==> config.mk <==
export PLATFORM = sky130hd
export DESIGN_NAME = mem_port_sched
export DESIGN_NICKNAME = d
export VERILOG_FILES = /design/src/rtl/mem_sched_pkg.sv /design/src/rtl/mem_sched_prio.sv /design/src/rtl/mem_port_sched.sv
export SDC_FILE = /design/constraint.sdc
export NUM_CORES = 1
export LEC_CHECK = 0
export CORE_MARGIN = 1.5
export CORE_UTILIZATION = 33
export CTS_CLUSTER_SIZE = 12
export DETAILED_ROUTE_END_ITERATION = 8
export HOLD_SLACK_MARGIN = 0.02
export PLACE_DENSITY = 0.73
export SLEW_MARGIN = 0
export SYNTH_ARGS = -nofsm -noshare
export SYNTH_HDL_FRONTEND = slang
export SYNTH_SLANG_ARGS = --single-unit
==> constraint.sdc <==
create_clock -name clock -period 1.5 [get_ports clock]
set_clock_uncertainty 0.05 [all_clocks]
set_input_delay 0.3 -clock clock [delete_from_list [all_inputs] [get_ports clock]]
set_output_delay 0.3 -clock clock [all_outputs]
set_load 0.005 [all_outputs]
==> src/rtl/mem_sched_pkg.sv <==
// Shared types for the data-memory port scheduler: FSM states,
// requester port ids and transaction kinds.
package mem_sched_pkg;

  typedef enum logic {
    S_IDLE   = 1'b0,
    S_ACCESS = 1'b1
  } state_t;

  typedef enum logic [1:0] {
    PORT_NONE  = 2'd0,
    PORT_FETCH = 2'd1,
    PORT_DATA  = 2'd2,
    PORT_STACK = 2'd3
  } port_id_t;

  typedef enum logic {
    KIND_READ  = 1'b0,
    KIND_WRITE = 1'b1
  } kind_t;

  // One-hot completion vector for a port id: bit 0 = fetch, bit 1 = data, bit 2 = stack.
  function automatic logic [2:0] port_onehot(input port_id_t p);
    logic [2:0] v;
    v = 3'b000;
    case (p)
      PORT_FETCH: v = 3'b001;
      PORT_DATA:  v = 3'b010;
      PORT_STACK: v = 3'b100;
      default:    v = 3'b000;
    endcase
    return v;
  endfunction

endpackage

==> src/rtl/mem_sched_prio.sv <==
// Fixed-priority encoder: stack port beats data port beats fetch port.
module mem_sched_prio
  import mem_sched_pkg::*;
(
  input  logic     req1,
  input  logic     req2,
  input  logic     req3,
  output port_id_t grant
);

  // Pick the highest-priority eligible requester, or none.
  always_comb begin
    grant = PORT_NONE;
    if (req3) begin
      grant = PORT_STACK;
    end else if (req2) begin
      grant = PORT_DATA;
    end else if (req1) begin
      grant = PORT_FETCH;
    end
  end

endmodule

==> src/rtl/mem_port_sched.sv <==
// Shares one single-ported, variable-latency data memory between the fetch,
// data-stage and stack requesters, one transaction at a time.
// Optional feature macro: MEMSCHED_TIMEOUT_EN (abort an access that waits
// TIMEOUT cycles for mem_ready and report it on err).
module mem_port_sched
  import mem_sched_pkg::*;
#(
  parameter int AW      = 32,
  parameter int DW      = 32,
  parameter int TIMEOUT = 15
) (
  input  logic          clock,
  input  logic          reset,
  input  logic          read1,
  input  logic [AW-1:0] addr1,
  input  logic          read2,
  input  logic          write2,
  input  logic [AW-1:0] addr2,
  input  logic [DW-1:0] value2,
  input  logic          read3,
  input  logic [AW-1:0] addr3,
  output logic          blocked1,
  output logic          blocked2,
  output logic          blocked3,
  output logic          done1,
  output logic          done2,
  output logic          done3,
  output logic [DW-1:0] rdata,
  output logic          err,
  output logic          mem_read,
  output logic          mem_write,
  output logic [AW-1:0] mem_addr,
  output logic [DW-1:0] mem_wdata,
  input  logic [DW-1:0] mem_rdata,
  input  logic          mem_ready
);

  state_t     state;
  port_id_t   port_q;
  kind_t      kind_q;
  port_id_t   grant;
  logic [2:0] done_q;
  logic       req1;
  logic       req2;
  logic       req3;

`ifdef MEMSCHED_TIMEOUT_EN
  localparam int CNT_W = $clog2(TIMEOUT + 1);
  logic [CNT_W-1:0] wait_cnt;
  logic             err_q;
`endif

  // A port that is completing this cycle is not eligible, so a stale request
  // held through its done pulse cannot be granted twice.
  assign req1 = read1 & ~done_q[0];
  assign req2 = (read2 | write2) & ~done_q[1];
  assign req3 = read3 & ~done_q[2];

  mem_sched_prio u_prio (
    .req1  (req1),
    .req2  (req2),
    .req3  (req3),
    .grant (grant)
  );

  assign done1 = done_q[0];
  assign done2 = done_q[1];
  assign done3 = done_q[2];

  assign blocked1 = read1 & ~done_q[0];
  assign blocked2 = (read2 | write2) & ~done_q[1];
  assign blocked3 = read3 & ~done_q[2];

`ifdef MEMSCHED_TIMEOUT_EN
  assign err = err_q;
`else
  assign err = 1'b0;
`endif

  // Grant in idle, hold the registered access until mem_ready, then pulse done.
  always_ff @(posedge clock) begin
    if (reset) begin
      state     <= S_IDLE;
      port_q    <= PORT_NONE;
      kind_q    <= KIND_READ;
      mem_read  <= 1'b0;
      mem_write <= 1'b0;
      mem_addr  <= '0;
      mem_wdata <= '0;
      rdata     <= '0;
      done_q    <= '0;
`ifdef MEMSCHED_TIMEOUT_EN
      wait_cnt  <= '0;
      err_q     <= 1'b0;
`endif
    end else begin
      done_q <= '0;
`ifdef MEMSCHED_TIMEOUT_EN
      err_q  <= 1'b0;
`endif
      case (state)
        S_IDLE: begin
          if (grant != PORT_NONE) begin
            state  <= S_ACCESS;
            port_q <= grant;
`ifdef MEMSCHED_TIMEOUT_EN
            wait_cnt <= '0;
`endif
            case (grant)
              PORT_STACK: begin
                kind_q   <= KIND_READ;
                mem_read <= 1'b1;
                mem_addr <= addr3;
              end
              PORT_DATA: begin
                mem_addr <= addr2;
                if (write2) begin
                  kind_q    <= KIND_WRITE;
                  mem_write <= 1'b1;
                  mem_wdata <= value2;
                end else begin
                  kind_q   <= KIND_READ;
                  mem_read <= 1'b1;
                end
              end
              default: begin
                kind_q   <= KIND_READ;
                mem_read <= 1'b1;
                mem_addr <= addr1;
              end
            endcase
          end
        end
        S_ACCESS: begin
          if (mem_ready) begin
            state     <= S_IDLE;
            mem_read  <= 1'b0;
            mem_write <= 1'b0;
            done_q    <= port_onehot(port_q);
            if (kind_q == KIND_READ) begin
              rdata <= mem_rdata;
            end
          end
`ifdef MEMSCHED_TIMEOUT_EN
          else if (wait_cnt == CNT_W'(TIMEOUT - 1)) begin
            state     <= S_IDLE;
            mem_read  <= 1'b0;
            mem_write <= 1'b0;
            done_q    <= port_onehot(port_q);
            err_q     <= 1'b1;
            rdata     <= '0;
          end else begin
            wait_cnt <= wait_cnt + CNT_W'(1);
          end
`endif
        end
        default: state <= S_IDLE;
      endcase
    end
  end

endmodule
# Yosys cells after proc, flatten, opt, wreduce, memory -nomap -nowiden
# Cells that the tools add are included.
word_totals:
  ramBits: 0
  out_inout_bits: 105
  latchBits: 0
  word_cells: 55
  input_bits: 167
  register_bits: 105
  romBits: 0
  memories: 0
classes:
  n_bitwise: 10
  n_shift: 0
  n_addsub: 0
  n_div: 0
  eq_ne: 10
  muxes: 19
  mul: 0
  order_cmp: 0
  n_reduce_logical: 7
op_table:
  columns: ["op", "n"]
  rows:
  - ["$pmux 32 s2", 1]
  - ["$mux 1", 12]
  - ["$pmux 3 s3", 1]
  - ["$eq 2x2->1 const B", 4]
  - ["$reduce_and 4->1", 2]
  - ["$ne 2x2->1 const B", 3]
  - ["$not 1->1", 6]
  - ["$pmux 1 s2", 3]
  - ["$reduce_and 3->1", 2]
  - ["$mux 2", 2]
  - ["$and 1x1->1", 3]
  - ["$ne 3x3->1 const B", 1]
  - ["$reduce_or 3->1", 1]
  - ["$eq 2x1->1 const B", 1]
  - ["$ne 2x1->1 const B", 1]
  - ["$reduce_and 2->1", 1]
  - ["$reduce_bool 2->1", 1]
  - ["$or 1x1->1", 1]

# Longest topological paths before layout
# Gate-level depths: netlist of the first run.
logic_depth:
  depth_word: 9
  depth_mapped: 7
  ltp_nobuf: 5

# Hierarchy
# Synthesis of the first run repeated with hierarchy kept, for this count alone.
hier_totals:
  hier_cells: 505
  area_unflattened_um2: 4775.8
by_module_without_submodules:
  columns: ["module", "cells_each", "area_per_inst_um2", "instances", "seq_area_each_um2"]
  rows:
  - ["mem_port_sched", 502, 4758.3, 1, 2102.0]
  - ["mem_sched_prio", 3, 17.5, 1, 0.0]

# Worst setup path before layout of the first run
# OpenSTA, ideal clock, no wires.
synth_timing:
  path_kind: "register -> register"
  startpoint: "register done_q[2]"
  endpoint: "register mem_addr[17]"
  stages_incl_launch_ff: 8
  setup_ns: 0.117
  t_required_ns: 1.333
  path_buffers: 3
  t_arrival_ns: 1.447
  period_less_slack_ns: 1.614
  setup_slack_ns: -0.114
  cell_sequence: "dfxtp_1 > nand2b_1 > buf_2 > a31o_4 > nor2b_1 > buf_6 > buf_6 > a22o_1"
synth_between:
  elab_chain_len: 5
  elab_cells_between_ends: 8
  cone_classes: "2 x eq/ne; 2 x mux; 2 x bitwise; 2 x reduce/logical"
synth_lines:
  columns: ["item", "line", "source"]
  rows:
  - ["from (decl)", "mem_port_sched.sv:42", "logic [2:0] done_q;"]
  - ["from (signal assigned)", "mem_port_sched.sv:139", "done_q <= port_onehot(port_q);"]
  - ["$not 1->1 (*)", "mem_port_sched.sv:57", "assign req3 = read3 & ~done_q[2];"]
  - ["$and 1x1->1 (*)", "mem_port_sched.sv:57", null]
  - ["$mux 2 (*)", "mem_sched_prio.sv:14", "if (req3) begin"]
  - ["$eq 2x2->1 / $reduce_bool 2->1 (equally long branches)", "mem_port_sched.sv:109, mem_port_sched.sv:103", null]
  - ["$pmux 32 s2 / $reduce_and 2->1 (equally long branches)", null, null]
  - ["to (signal assigned)", "mem_port_sched.sv:113", "mem_addr <= addr3;"]
  - ["to (signal assigned)", "mem_port_sched.sv:116", "mem_addr <= addr2;"]
  - ["to (signal assigned)", "mem_port_sched.sv:129", "mem_addr <= addr1;"]
  - ["to (decl)", "mem_port_sched.sv:32", "output logic [AW-1:0] mem_addr,"]
# Mark *: on every way between the ends. The rest lies on a longest branch, timed or not.
# A chain may end at the register's enable or synchronous reset.

# Worst setup path in the final report of the first run
layout_timing:
  startpoint: "register done_q[1]"
  endpoint: "register mem_addr[25]"
layout_between:
  elab_chain_len: 6
  elab_cells_between_ends: 9
  cone_classes: "2 x eq/ne; 3 x mux; 2 x bitwise; 2 x reduce/logical"
layout_lines:
  columns: ["item", "line", "source"]
  rows:
  - ["$not 1->1 (*)", "mem_port_sched.sv:56", "assign req2 = (read2 | write2) & ~done_q[1];"]
  - ["$and 1x1->1 (*)", "mem_port_sched.sv:56", null]
  - ["$mux 2 (*)", "mem_sched_prio.sv:16", "end else if (req2) begin"]
  - ["$mux 2 (*)", "mem_sched_prio.sv:14", null]
  - ["$eq 2x2->1 / $reduce_bool 2->1 (equally long branches)", "mem_port_sched.sv:109, mem_port_sched.sv:103", null]
  - ["$pmux 32 s2 / $reduce_and 2->1 (equally long branches)", null, null]
# Marks and branches as above.

==> flow_summary.toml, run 1 <==
[timing]
worst_slack_ps = -118
setup_viol = 66
hold_viol = 0
max_freq_ghz = 0.618
relSlewSlack_pct = 62.5
hold_slack_ps = 299
fin_crit_ps = 1620
rsz0062_at_grt = "true"
timing.final.crit_share_pct = 108
tightest_slew_ps = 562
finalSetupTns_ps = -3920
slew_violations = 0

[critical_path]
r2r_setup_slack_ps = -120
cp-start-kind = "flop"
crit_fanout = 8
required_ps = 1740
cp_data_arrival_time_ps = 1860
cp-startpoint = "done_q[1]"
reg2reg_to = "mem_addr[25]"
endpoint = "mem_addr[25]"
worstSetupPathType = "flop to flop"
r2r_cells = 8
end_kind = "flop"
rr_startpoint = "done_q[1]"

[floorplanning]
core_area_sq_mm = 0.0126
dieArea_sq_mm = 0.0135
fp-row-count = 41
io_pins = 272
die_w_um = 116
start_util_pct = 33.7
die-height_um = 116

[run]
cap_violations = 0

[yosys]
synth_top_family_by_area = "compound AO/OA/AOI/OAI gates"
ys_ff_latch = 105
syn_inst = 536
synth_edf_count = 0
yosysWarnings = 0
synth_xor_area_share_pct = 0
synth_compound_area_share_pct = 24.6
muxShareOfSynthArea_pct = 0
ys_seq_area_share_pct = 49.6
syn_avg_cell_area_sq_um = 7.90
synth_fa_ha_area_share_pct = 0
yosysUniqueCellTypes = 33
syn_area_sq_mm = 0.00424
synthArstFlopShare_pct = 0
synth_nets = 703
synthSimpleGateAreaFrac_pct = 19.9
synth_ff_type = "dfxtp_1"

[global_routing]
first_global_vias = 4907
grt_overflow = 0
grt_pass1_wl_um = 24200
grt_max_degree = 45
grt_antenna_before_repair = 0
globalRouteTotalUtil_pct = 23.0

[clock_network]
cts-hold-fix-buffers = 0
cts_sinks = 105
clock_path_buffers = 2
clock_latency_ps = 350
h-tree-depth = 3
cts-root-buf = "clkbuf_16"
numCtsBuffers = 9
clkSlewWorstSetupHoldPaths_ps = 70
cts_tree = "done"

[final_layout]
drive_above_1_share_pct = 18.4
final_cell_mix = "clkdlybuf4s50_1 (161), nand2_1 (145), dlygate4sd2_1 (104), dfxtp_1 (92), a21oi_1 (91)"
syn_to_final_growth_pct = 90.2
fin_cells = 1006
final_common_cell = "clkdlybuf4s50_1"
layout.nets = 994

[pwr]
peakVddDrop_v = 0.000725
power.density_mw_per_mm2 = 847
leakagePower_uw = 0.00348
power_uw = 6820

[routing]
drt_iter0_drc = 227
vias_per_cell = 4.88
drc_errors = 0
firstDrtPassIters = 4
ant_nets = 0
drt_wl_total_um = 16000
route.vias.total = 4913
post_drt_wl_per_cell_um = 15.9

[placed_design]
place_hpwl_um = 11200
routabilityCongestion = 0.802
io_buffers = 270
placedCellCount = 967

[outcome]
status = "complete, but fails checks"
violations = "setup timing"

[min_path]
worstHoldPathType = "primary input to flop"
==> cell families after synthesis <==
logic type      count (synthesis)
flops                         105
compound gates                172
simple gates                  205
other cells                     1
buf+inv                        53
==> worst max-delay path, stage by stage (launching register included) <==
cell	delay, ps
dfxtp_2	320
o21bai_4	180
buf_6	130
a31o_4	230
buf_6	120
nor2_4	140
buf_12	130
buf_12	110
a32o_1	150
==> how the worst min path moves through the flow <==
| stage | slack, ps | depth (start not counted) | endpoint | from |
|---|---|---|---|---|
| detailed placement | 390 | 1 | done_q[1] | port_q[0] |
| floorplan | 370 | 1 | done_q[0] | port_q[1] |
| finish | 300 | 2 | done_q[0] | reset |
| CTS | 290 | 2 | done_q[0] | reset |
| global placement | 390 | 1 | done_q[0] | port_q[1] |
| global route | 310 | 2 | done_q[0] | reset |
==> through the flow <==
stage                     instance area, sq um  utilization, %  setup WS, ps
after floorplan                           4270               -         -37.3
after global placement                    7250            57.7          -589
after detailed placement                  7250            57.7          -651
after CTS                                 7780            61.9          -142
after global routing                      8050            64.1          -222
final                                     8060            64.1          -118
==> cell type report <==
cell class / instances / area, sq um
repair buffers: 323 / 3190
inverters: 9 / 40.0
clock buffers: 9 / 225
well taps: 172 / 215
flip-flops and latches: 105 / 2120
diodes: 2 / 5.00
fillers: 1066 / 4510
clock inverters: 7 / 46.3
multi-input cells: 379 / 2210
==> state kept, by name, indices dropped and copies added (netlist names) <==
signal     count
done_q         3
kind_q         1
mem_addr      32
mem_read       1
mem_wdata     32
mem_write      1
port_q         2
rdata         32
state          1
==> timing repair <==
item,in CTS,in global routing
gates cloned,5,0
pin swaps,29,42
endpoints found under the setup margin,170,70
resized for setup,168,70
setup buffers,17,1
==> report_power, final <==
part | leakage [uW] | total [uW] | switching, uW | internal [uW]
combinational | 0.00249 | 1600 | 661 | 937
sequential | 0.000866 | 3050 | 89.2 | 2960
clock | 0.000128 | 2170 | 1050 | 1120
total | 0.00348 | 6820 | 1800 | 5020
==> metal layers <==
metal | track usage (%) | up-vias | wire [um]
met5 | 0 | - | 0
met4 | 7.32 | 0 | 363
met3 | 7.99 | 29 | 1280
met2 | 41.6 | 192 | 8210
met1 | 25.3 | 2297 | 6140
li1 | - | 2395 | -
==> synthesized netlist by cell type (all sizes together) (3+ instances only) <==
master	number	area (sq um)
inv	9	33.8
a22o	26	228
nand2	158	593
dfxtp	105	2100
buf	18	116
a221oi	5	43.8
a21oi	126	631
nor4b	3	41.3
o211ai	5	37.5
nor2	30	115
nand2b	3	18.8
or3	5	31.3
clkbuf	26	97.6
(Power assumes the default switching activity.)
==> run 2: changes to the inputs <==
--- a/config.mk
+++ b/config.mk
@@ -11,6 +11,7 @@
 export DETAILED_ROUTE_END_ITERATION = 8
 export HOLD_SLACK_MARGIN = 0.02
 export PLACE_DENSITY = 0.73
+export SKIP_CTS_REPAIR_TIMING = 1
 export SLEW_MARGIN = 0
 export SYNTH_ARGS = -nofsm -noshare
 export SYNTH_HDL_FRONTEND = slang
==> flow_summary.toml, run 2 (synthesis results as in run 1) <==
[timing]
rsz0062_at_grt = "true"
slew_violations = 0
max_freq_ghz = 0.613
hold_slack_ps = 304
timing.final.crit_share_pct = 109
fin_crit_ps = 1630
finalSetupTns_ps = -2050
worst_slack_ps = -132
relSlewSlack_pct = 56.1
setup_viol = 54
hold_viol = 0
tightest_slew_ps = 658

[placed_design]
routabilityCongestion = 0.802
place_hpwl_um = 11200
io_buffers = 270

[final_layout]
syn_to_final_growth_pct = 98.9
layout.nets = 989
final_cell_mix = "clkdlybuf4s50_1 (162), nand2_1 (128), dlymetal6s2s_1 (104), dfxtp_1 (93), a21oi_1 (87)"
final_common_cell = "clkdlybuf4s50_1"
top_regs = "mem_addr x32, mem_wdata x32, rdata x32"
drive_above_1_share_pct = 20.0

[critical_path]
required_ps = 1670
cpMaxStageDelayCell = "dfxtp_2"
r2r_cells = 7
crit_family = "buffers and inverters"
max_stage_delay_ps = 330
worstSetupPathType = "flop to flop"
r2r_setup_slack_ps = -130
crit_buf_inv = 3
cp-start-kind = "flop"
crit_fanout = 7
end_kind = "flop"
crit_chain = "o21bai_4, clkinvlp_4, buf_6, buf_4, or3_1, o211ai_1, a221oi_1"
cp_data_arrival_time_ps = 1800
reg2reg_to = "mem_addr[26]"
rr_startpoint = "done_q[1]"

[global_routing]
grt_overflow = 0
grt_max_degree = 45
grt_pass1_wl_um = 22900
first_global_vias = 4710
grt_antenna_before_repair = 0
globalRouteTotalUtil_pct = 21.7

[clock_network]
cts_sinks = 105
clkSlewWorstSetupHoldPaths_ps = 70
numCtsBuffers = 9
cts-root-buf = "clkbuf_16"
clock_latency_ps = 350
clock_path_buffers = 2
cts_tree = "done"
h-tree-depth = 3

[min_path]
min_path_cells = 2
worstHoldPathType = "primary input to flop"
whs_endpoint = "done_q[0]"
min_from = "reset"

[floorplanning]
io_pins = 272
core_area_sq_mm = 0.0126
die_w_um = 116
start_util_pct = 33.7
die-height_um = 116
dieArea_sq_mm = 0.0135
fp-row-count = 41

[routing]
ant_nets = 0
drc_errors = 0
firstDrtPassIters = 4
post_drt_wl_per_cell_um = 16.6
drt_wl_total_um = 16600
route.vias.total = 4901
vias_per_cell = 4.90
drt_iter0_drc = 227

[outcome]
status = "complete, but fails checks"
violations = "setup timing"

[pwr]
power.density_mw_per_mm2 = 815
leakagePower_uw = 0.00482
peakVddDrop_v = 0.000737
power_uw = 6860

[run]
cap_violations = 0
## run 2: through the flow
| stage | area (sq um) | cells | util (%) | setup slack, ps |
|---|---|---|---|---|
| finish | 8430 | 1000 | 67.0 | -132 |
| global route | 8420 | 999 | 67.0 | -207 |
| CTS | 7520 | 983 | 59.9 | -625 |
| detailed placement | 7250 | 967 | 57.7 | -651 |
| global placement | 7250 | 967 | 57.7 | -589 |
| floorplan | 4270 | 536 | - | -37.3 |
## run 2: final cells by class
type / instances / area [sq um]
inverters: 9 / 40.0
multi-input cells: 379 / 2310
diodes: 1 / 2.50
fillers: 989 / 4140
clock buffers: 9 / 225
repair buffers: 318 / 3470
flip-flops and latches: 105 / 2120
well taps: 172 / 215
clock inverters: 7 / 46.3
## run 2: worst max path at each step
stage / startpoint / to / slack (ps) / cells past startpoint
floorplan: done_q[0] / mem_addr[17] / -40 / 7
global placement: write2 / blocked2 / -590 / 4
detailed placement: write2 / mem_addr[20] / -650 / 6
CTS: write2 / blocked2 / -620 / 4
global route: done_q[1] / mem_addr[28] / -210 / 7
finish: done_q[1] / mem_addr[26] / -130 / 7
## run 2: where the power goes
part           internal, uW  switching [uW]  leakage, uW
registers              2960            91.1     0.000866
logic                   965             674      0.00383
clock network          1120            1050     0.000128
total                  5050            1810      0.00482
## run 2: per-layer routing
layer  track usage (%)  vias to the layer above  wire, um  part of all wire [%]
li1                  -                     2377         -                     -
met1              24.0                     2312      6300                    38
met2              38.9                      177      8670                    52
met3              7.21                       35      1230                   7.4
met4              7.97                        0       367                   2.2
met5                 0                        -         0                     0
## run 2: worst register-to-register path: cells and delay by family (launching register included)
family / cells / cell delay (ps)
buf+inv: 3 / 490
flops: 1 / 330
compound gates: 3 / 320
simple gates: 1 / 310
==> run 3: changes to the inputs <==
--- a/config.mk
+++ b/config.mk
@@ -5,6 +5,7 @@
 export SDC_FILE = /design/constraint.sdc
 export NUM_CORES = 1
 export LEC_CHECK = 0
+export CAP_MARGIN = 0
 export CORE_MARGIN = 1.5
 export CORE_UTILIZATION = 33
 export CTS_CLUSTER_SIZE = 12
==> results of run 3 <==
Same layout as run 2: the final DEF is identical, and so are final timing and power.
